**src/rtl/data_bus_responder.sv**
```systemverilog
// Data-port responder for the stack core: memory-mapped I/O window (debounced inputs,
// seven-segment registers, timer, sticky range-error status) plus the stack RAM.
module data_bus_responder #(
    parameter logic [15:0] STACK_BEGIN     = 16'h0010,
    parameter int          RAM_DEPTH       = 256,
    parameter logic [15:0] DEBOUNCE_CYCLES = 16'd50000,
    parameter logic [15:0] TICK_DIV        = 16'd50000
) (
    input  logic        clock,
    input  logic        reset,
    input  logic [15:0] address_ram,
    input  logic        wren_ram,
    input  logic [15:0] data_ram,
    output logic [15:0] q_ram,
    input  logic [9:0]  SW,
    input  logic [1:0]  KEY,
    output logic [15:0] SEG1,
    output logic [15:0] SEG2,
    output logic        range_err
);

    localparam int          AW       = (RAM_DEPTH > 1) ? $clog2(RAM_DEPTH) : 1;
    localparam int          NUM_IN   = 12;
    localparam logic [16:0] RAM_END  = {1'b0, STACK_BEGIN} + 17'(RAM_DEPTH);

    localparam logic [15:0] ADDR_INPUT  = 16'h0000;
    localparam logic [15:0] ADDR_SEG1   = 16'h0001;
    localparam logic [15:0] ADDR_SEG2   = 16'h0002;
    localparam logic [15:0] ADDR_TIMER  = 16'h0003;
    localparam logic [15:0] ADDR_STATUS = 16'h0004;

    logic [NUM_IN-1:0] raw_in;
    logic [NUM_IN-1:0] sync_a;
    logic [NUM_IN-1:0] sync_b;
    logic [NUM_IN-1:0] debounced;
    logic [15:0]       db_count [NUM_IN];

    logic [15:0] prescaler;
    logic [15:0] timer;
    logic        status_err;

    logic          in_ram;
    logic          out_of_range;
    logic [AW-1:0] ram_idx;
    logic [15:0]   read_data;
    logic          status_clear;

    logic [15:0] mem [RAM_DEPTH];

    assign raw_in    = {SW, KEY};
    assign range_err = status_err;

    // Each bit must disagree with its debounced value for DEBOUNCE_CYCLES
    // consecutive synchronized samples before the debounced value follows it.
    always_ff @(posedge clock or posedge reset) begin
        if (reset) begin
            sync_a    <= '0;
            sync_b    <= '0;
            debounced <= '0;
            for (int i = 0; i < NUM_IN; i++) begin
                db_count[i] <= '0;
            end
        end else begin
            sync_a <= raw_in;
            sync_b <= sync_a;
            for (int i = 0; i < NUM_IN; i++) begin
                if (sync_b[i] == debounced[i]) begin
                    db_count[i] <= '0;
                end else if (db_count[i] == DEBOUNCE_CYCLES - 16'd1) begin
                    debounced[i] <= sync_b[i];
                    db_count[i]  <= '0;
                end else begin
                    db_count[i] <= db_count[i] + 16'd1;
                end
            end
        end
    end

    always_ff @(posedge clock or posedge reset) begin
        if (reset) begin
            prescaler <= '0;
            timer     <= '0;
        end else if (prescaler == TICK_DIV - 16'd1) begin
            prescaler <= '0;
            timer     <= timer + 16'd1;
        end else begin
            prescaler <= prescaler + 16'd1;
        end
    end

    always_comb begin
        in_ram       = (address_ram >= STACK_BEGIN) && ({1'b0, address_ram} < RAM_END);
        out_of_range = ({1'b0, address_ram} >= RAM_END);
        ram_idx      = AW'(address_ram - STACK_BEGIN);
        status_clear = wren_ram && (address_ram == ADDR_STATUS) && data_ram[0];
        read_data    = '0;
        if (in_ram) begin
            read_data = mem[ram_idx];
        end else begin
            case (address_ram)
                ADDR_INPUT:  read_data = {4'b0000, debounced};
                ADDR_SEG1:   read_data = SEG1;
                ADDR_SEG2:   read_data = SEG2;
                ADDR_TIMER:  read_data = timer;
                ADDR_STATUS: read_data = {15'd0, status_err};
                default:     read_data = '0;
            endcase
        end
    end

    // Reads sample the pre-edge contents, so a same-cycle write is seen one read later.
    always_ff @(posedge clock or posedge reset) begin
        if (reset) begin
            q_ram      <= '0;
            SEG1       <= '0;
            SEG2       <= '0;
            status_err <= 1'b0;
        end else begin
            q_ram <= read_data;
            if (wren_ram && address_ram == ADDR_SEG1) begin
                SEG1 <= data_ram;
            end
            if (wren_ram && address_ram == ADDR_SEG2) begin
                SEG2 <= data_ram;
            end
            if (out_of_range) begin
                status_err <= 1'b1;
            end else if (status_clear) begin
                status_err <= 1'b0;
            end
        end
    end

    // RAM contents survive reset; a write coinciding with reset is dropped.
    always_ff @(posedge clock) begin
        if (!reset && wren_ram && in_ram) begin
            mem[ram_idx] <= data_ram;
        end
    end

endmodule
```
**config.mk**
```make
export PLATFORM = sky130hd
export DESIGN_NAME = data_bus_responder
export DESIGN_NICKNAME = d
export VERILOG_FILES = /design/src/rtl/data_bus_responder.sv
export SDC_FILE = /design/constraint.sdc
export NUM_CORES = 2
export LEC_CHECK = 0
export CAP_MARGIN = 20
export CORE_MARGIN = 5
export CORE_UTILIZATION = 45
export DETAILED_ROUTE_END_ITERATION = 8
export PLACE_DENSITY_LB_ADDON = 0.08
export SLEW_MARGIN = 25
export SYNTH_ARGS = -nofsm -noshare
export SYNTH_HDL_FRONTEND = slang
export SYNTH_SLANG_ARGS = --single-unit
export TNS_END_PERCENT = 20
```
**constraint.sdc**
```tcl
create_clock -name clock -period 10.7 [get_ports clock]
set_input_delay 2.14 -clock clock [delete_from_list [all_inputs] [get_ports clock]]
set_output_delay 2.14 -clock clock [all_outputs]
set_load 0.01 [all_outputs]
```
==> Word level (Yosys, flattened, before mapping) <==
Memories as Yosys holds them, arrays and structs flattened.
Cells that the tools add are included.
{ "word_totals": {"output_inout_bits": 49, "wordCells": 145, "mem_bits_rw": 4096, "reg_bits": 309, "in_bits": 47, "n_memories": 1} }
{ "classes": {"addsub": 15, "n_mux": 31, "order_cmp": 3, "bitwise_logic": 12, "reduce_logical": 22, "n_eq_ne": 29} }
{ "memory_table": {"columns": ["memory", "words", "word_bits", "read_ports", "rd_clocked_by_memory_dff", "wr", "line", "source"], "rows": [
  ["mem", 256, 16, 1, 0, 1, "48", "logic [15:0] mem [RAM_DEPTH];"]
]} }
{ "ops": {"columns": ["cell", "count"], "rows": [
  ["$mux 16", 26],
  ["$add 16x1->16 const B", 14],
  ["$eq 16x16->1 const B", 13],
  ["$pmux 16 s5", 1],
  ["$eq 16x2->1 const B", 2],
  ["$reduce_and 2->1", 12],
  ["$eq 16x1->1 const B", 1],
  ["$eq 16x3->1 const B", 1],
  ["$ge 16x5->1 const B", 1],
  ["$ge 16x9->1 const B", 1],
  ["$logic_not 16->1", 1],
  ["$lt 16x9->1 const B", 1],
  ["$eq 1x1->1", 12],
  ["$not 1->1", 12],
  ["$sub 8x5->8 const B", 1],
  ["$logic_and 1x1->1", 7],
  ["$mux 1", 4],
  ["$reduce_bool 2->1", 1],
  ["$logic_not 1->1", 1]
]} }

==> Longest topological paths before layout <==
{ "depth": {"depth_word": 5, "ltp_mapped": 14, "ltp_nobuf": 9} }

==> Worst setup path after synthesis <==
OpenSTA, ideal clock, no wires.
{ "synth_timing": {"path_kind": "input port to flip-flop", "from": "input address_ram[4]", "to": "memory mem[158][0], enable pin", "path_buffers": 6, "arrival_ps": 5443, "path_stages": 14, "setup_slack_ps": 4868, "t_required_ps": 10312, "setup_ps": 388, "cell_sequence": "clkbuf_1 > inv_1 > clkbuf_1 > clkbuf_1 > ha_1 > nand2_1 > a21o_1 > nand2b_1 > buf_2 > nor3b_4 > buf_4 > nand3_1 > buf_2 > nor2_1"} }
{ "synth_between": {"elab_chain_cells": 5, "elab_cells_between_ends": 7, "classes_between": "1 x add/sub; 2 x order compare; 2 x mux; 2 x reduce/logical"} }
{ "synth_rtl": {"columns": ["element", "line", "source"], "rows": [
  ["from (decl)", "11", "input logic [15:0] address_ram,"],
  ["$ge 16x5->1 / $lt 16x9->1 (equally long branches)", "92", "in_ram = (address_ram >= STACK_BEGIN) && ({1'b0, address_ram} < RAM_END);"],
  ["$logic_and 1x1->1", "92", null],
  ["$logic_and 1x1->1", "136", "if (!reset && wren_ram && in_ram) begin"],
  ["$mux 1", "136", null],
  ["$mux 1 (not written as such)", "137", "mem[ram_idx] <= data_ram;"],
  ["to (decl)", "48", null]
]} }
Several ways; a longest one is shown, not always the timed one.

==> Worst setup path after layout <==
{ "layout_timing": {"from": "input address_ram[0]", "to": "memory mem[219][4], enable pin"} }
The elaborated chain is that of the path after synthesis.

==> flow_summary.toml <==
[yosys]
synth_area_per_cell_um2 = 19.5
syn_inst = 8789
netlist_area_um2 = 172000
synth-edff-count = 4096
synth-seq-area-share = 0.761
ys_dominant_reg_cell = "edfxtp_1"
synth_seq_cells = 4405
synth_warnings = 0
yosys.cell_types.count = 71
synthesis.nets = 8855
postSynth.asyncResetShare = 0.0701

[sta]
fmax_ghz = 0.153
clock_skew_ns = 0.0473
relSlewSlack = 0.0776
final.setup.tns_ns = 0
setup_viol = 0
rsz0062_at_grt = "false"
fin_crit_ns = 6.54
hold_violations = 0
finalCritPeriodShare = 0.611
worst_pin_slew_ns = 1.38
drv_slew = 0
finalWorstSetupSlack_ns = 4.16

[setup_path]
cp.required_ns = 11.36
worstRegToRegCells = 7
critPathLaunchType = "input port"
r2r-end = "q_ram[15]"
crit_path_end_kind = "register"
crit_start = "address_ram[0]"
reg2reg_slack_ns = 6.87
timing.rr.start = "mem[240][15]"
arrival_ns = 7.20
crit_type = "input port to register"
crit_path_end = "mem[219][4]"
crit_fanout = 65

[clocking]
path_clk_slew_ns = 0.06
cts_tree = "done"
post_cts_buffers = 0
h-tree-depth = 5
clock_path_buffers = 4
clock_latency_ns = 1.00
post_cts_resized = 0
clock_sinks = 4405
cts-root-buf = "clkbuf_16"
cts_made_buffers = 458
cts_hold_buf = 0

[pwr]
finalPower_mw = 36.3
irDropWorstVdd_v = 0.000163
leakage_nw = 64.2
cellPowerDensity_nw_per_um2 = 186

[placed_design]
gp_congestion = 0.866
io_buffer_count = 95
dp.cells = 13775
place_ws_ns = 3.32
dpl.hpwl_um = 318000

[route]
final_antenna_net_count = 0
remaining_drc_errors = 0
first_iter_violations = 10866
drt_first_pass_iters = 5
wl_um = 534000
vias = 90848
routed_via_density = 6.21
wl_per_cell_um = 36.5

[grt]
grt.overflow.total = 0
gr-usage-all-layers = 0.268
antenna_found_initial = 31
grt_pass1_vias = 90081
grt_pass1_wl_um = 737000
grt_max_degree = 170

[die]
die_h_um = 628
io_pins = 96
core_um2 = 379000
rows = 226
start_util = 0.452
die_x_um = 628
dieArea_um2 = 394000

[status]
status = "finished, final reports clean"

[cells_and_area]
nets = 9289
area_delta_synth_final_pct = 13.5
drive_above_1_share = 0.210
fin_cells = 14631

[run]
drv_cap = 0

[hold_path]
hold_path_class = "register to register"
[stage by stage]
step	utilization	cell area (um2)	hold WS, ns
after global routing	0.514	195000	0.356
final	0.514	195000	0.346
after CTS	0.513	195000	0.349
after global placement	0.474	180000	0.334
after detailed placement	0.475	180000	0.336
after floorplan	-	172000	0.331
[logic make-up after synthesis]
group	after synthesis	synth area share
flip-flops	4405	0.761
buffers and inverters	523	0.0173
AO/OA/AOI/OAI	908	0.0416
XOR/XNOR	208	0.0106
multiplexers	1476	0.136
AND/OR/NAND/NOR	1250	0.0322
adder cells (fa/ha/maj)	19	0.00138
[final cells by class]
cell class                 count  area (um2)
clock buffer                 581       12100
inverter                      18        90.1
tap                         5016        6280
antenna                        6        15.0
timing repair buffer         479        4460
sequential                  4405      131000
multi-input combinational   3861       38900
clock inverter               265        2290
fill                       30258      185000
[cell usage after synthesis (all sizes together), types with 19 or more instances]
cell type,n,share of area
nand3,98,0.0030
xnor2,93,0.0047
a22oi,54,0.0024
and3,54,0.0020
o221ai,175,0.0089
o22ai,93,0.0034
nor3,48,0.0014
xor2,115,0.0059
a211oi,30,0.0013
nand4,47,0.0017
nand2,276,0.0060
mux2,87,0.0057
a2111oi,20,0.0010
nor4,23,0.00087
a221oi,126,0.0064
a211o,76,0.0039
clkbuf,248,0.0054
nor2,611,0.013
and2,32,0.0012
a21oi,79,0.0023
o2111ai,43,0.0022
edfxtp,4096,0.72
ha,19,0.0014
mux2i,719,0.042
a22o,46,0.0023
o21ai,45,0.0013
o21a,25,0.0011
dfrtp,309,0.045
a221o,38,0.0022
buf,257,0.011
mux4,670,0.088
[flip-flops by register name, summed over array words and instances (netlist names)]
name / count
mem: 4096
db_count: 192
SEG1: 16
SEG2: 16
prescaler: 16
q_ram: 16
timer: 16
debounced: 12
sync_a: 12
sync_b: 12
range_err: 1
[worst min path at each step]
stage / start / to / slack (ns) / cells past startpoint
2_1_floorplan: sync_a[0] / sync_b[0] / 0.33 / 0
3_3_place_gp: sync_a[8] / sync_b[8] / 0.33 / 0
3_5_place_dp: sync_a[8] / sync_b[8] / 0.34 / 0
4_1_cts: sync_a[8] / sync_b[8] / 0.35 / 0
5_1_grt: sync_a[11] / sync_b[11] / 0.36 / 0
6_report: sync_a[8] / sync_b[8] / 0.35 / 0
[worst max-delay path: stages]
cell	delay (ns)
buf_16	0.22
nor4_2	0.92
buf_4	0.28
a311o_1	0.21
nand2b_1	0.13
nor3b_4	0.36
buf_4	0.60
nand3_1	0.88
nor2_1	0.86
buf_4	0.35
[power breakdown]
part	internal, mW	switching, mW	total, mW
Combinational	0.557	1.43	1.99
Clock	8.77	6.66	15.4
Sequential	18.8	0.0108	18.8
[layout by cell type, fill, tap and decap left out, drive strengths merged, types with 20 or more instances in the layout]
cell type	Yosys	routed
and2	32	32
a211o	76	76
nor4	23	23
nand3	98	98
o21ai	45	45
o2111ai	43	43
edfxtp	4096	4096
nand4	47	47
buf	257	405
a2111oi	20	20
o21a	25	25
clkinv	1	211
mux4	670	670
and3	54	54
mux2i	719	719
dfrtp	309	309
xor2	115	115
a21oi	79	79
a221oi	126	126
mux2	87	87
nor3	48	48
a211oi	30	30
xnor2	93	93
a22oi	54	54
nor2	611	611
o221ai	175	175
bufinv	0	32
clkbuf	248	581
a22o	46	46
inv	17	30
clkdlybuf4s50	0	74
nand2	276	276
a221o	38	38
o22ai	93	93
[per-layer routing]
| layer | up-vias | global-route usage | part of all wire |
|---|---|---|---|
| met5 | - | 0.00420 | 0.00051 |
| met4 | 8 | 0.0813 | 0.034 |
| met3 | 756 | 0.0561 | 0.090 |
| met2 | 4241 | 0.419 | 0.47 |
| met1 | 49003 | 0.381 | 0.41 |
| li1 | 36840 | - | - |
Power figures use the tool's default switching activity.
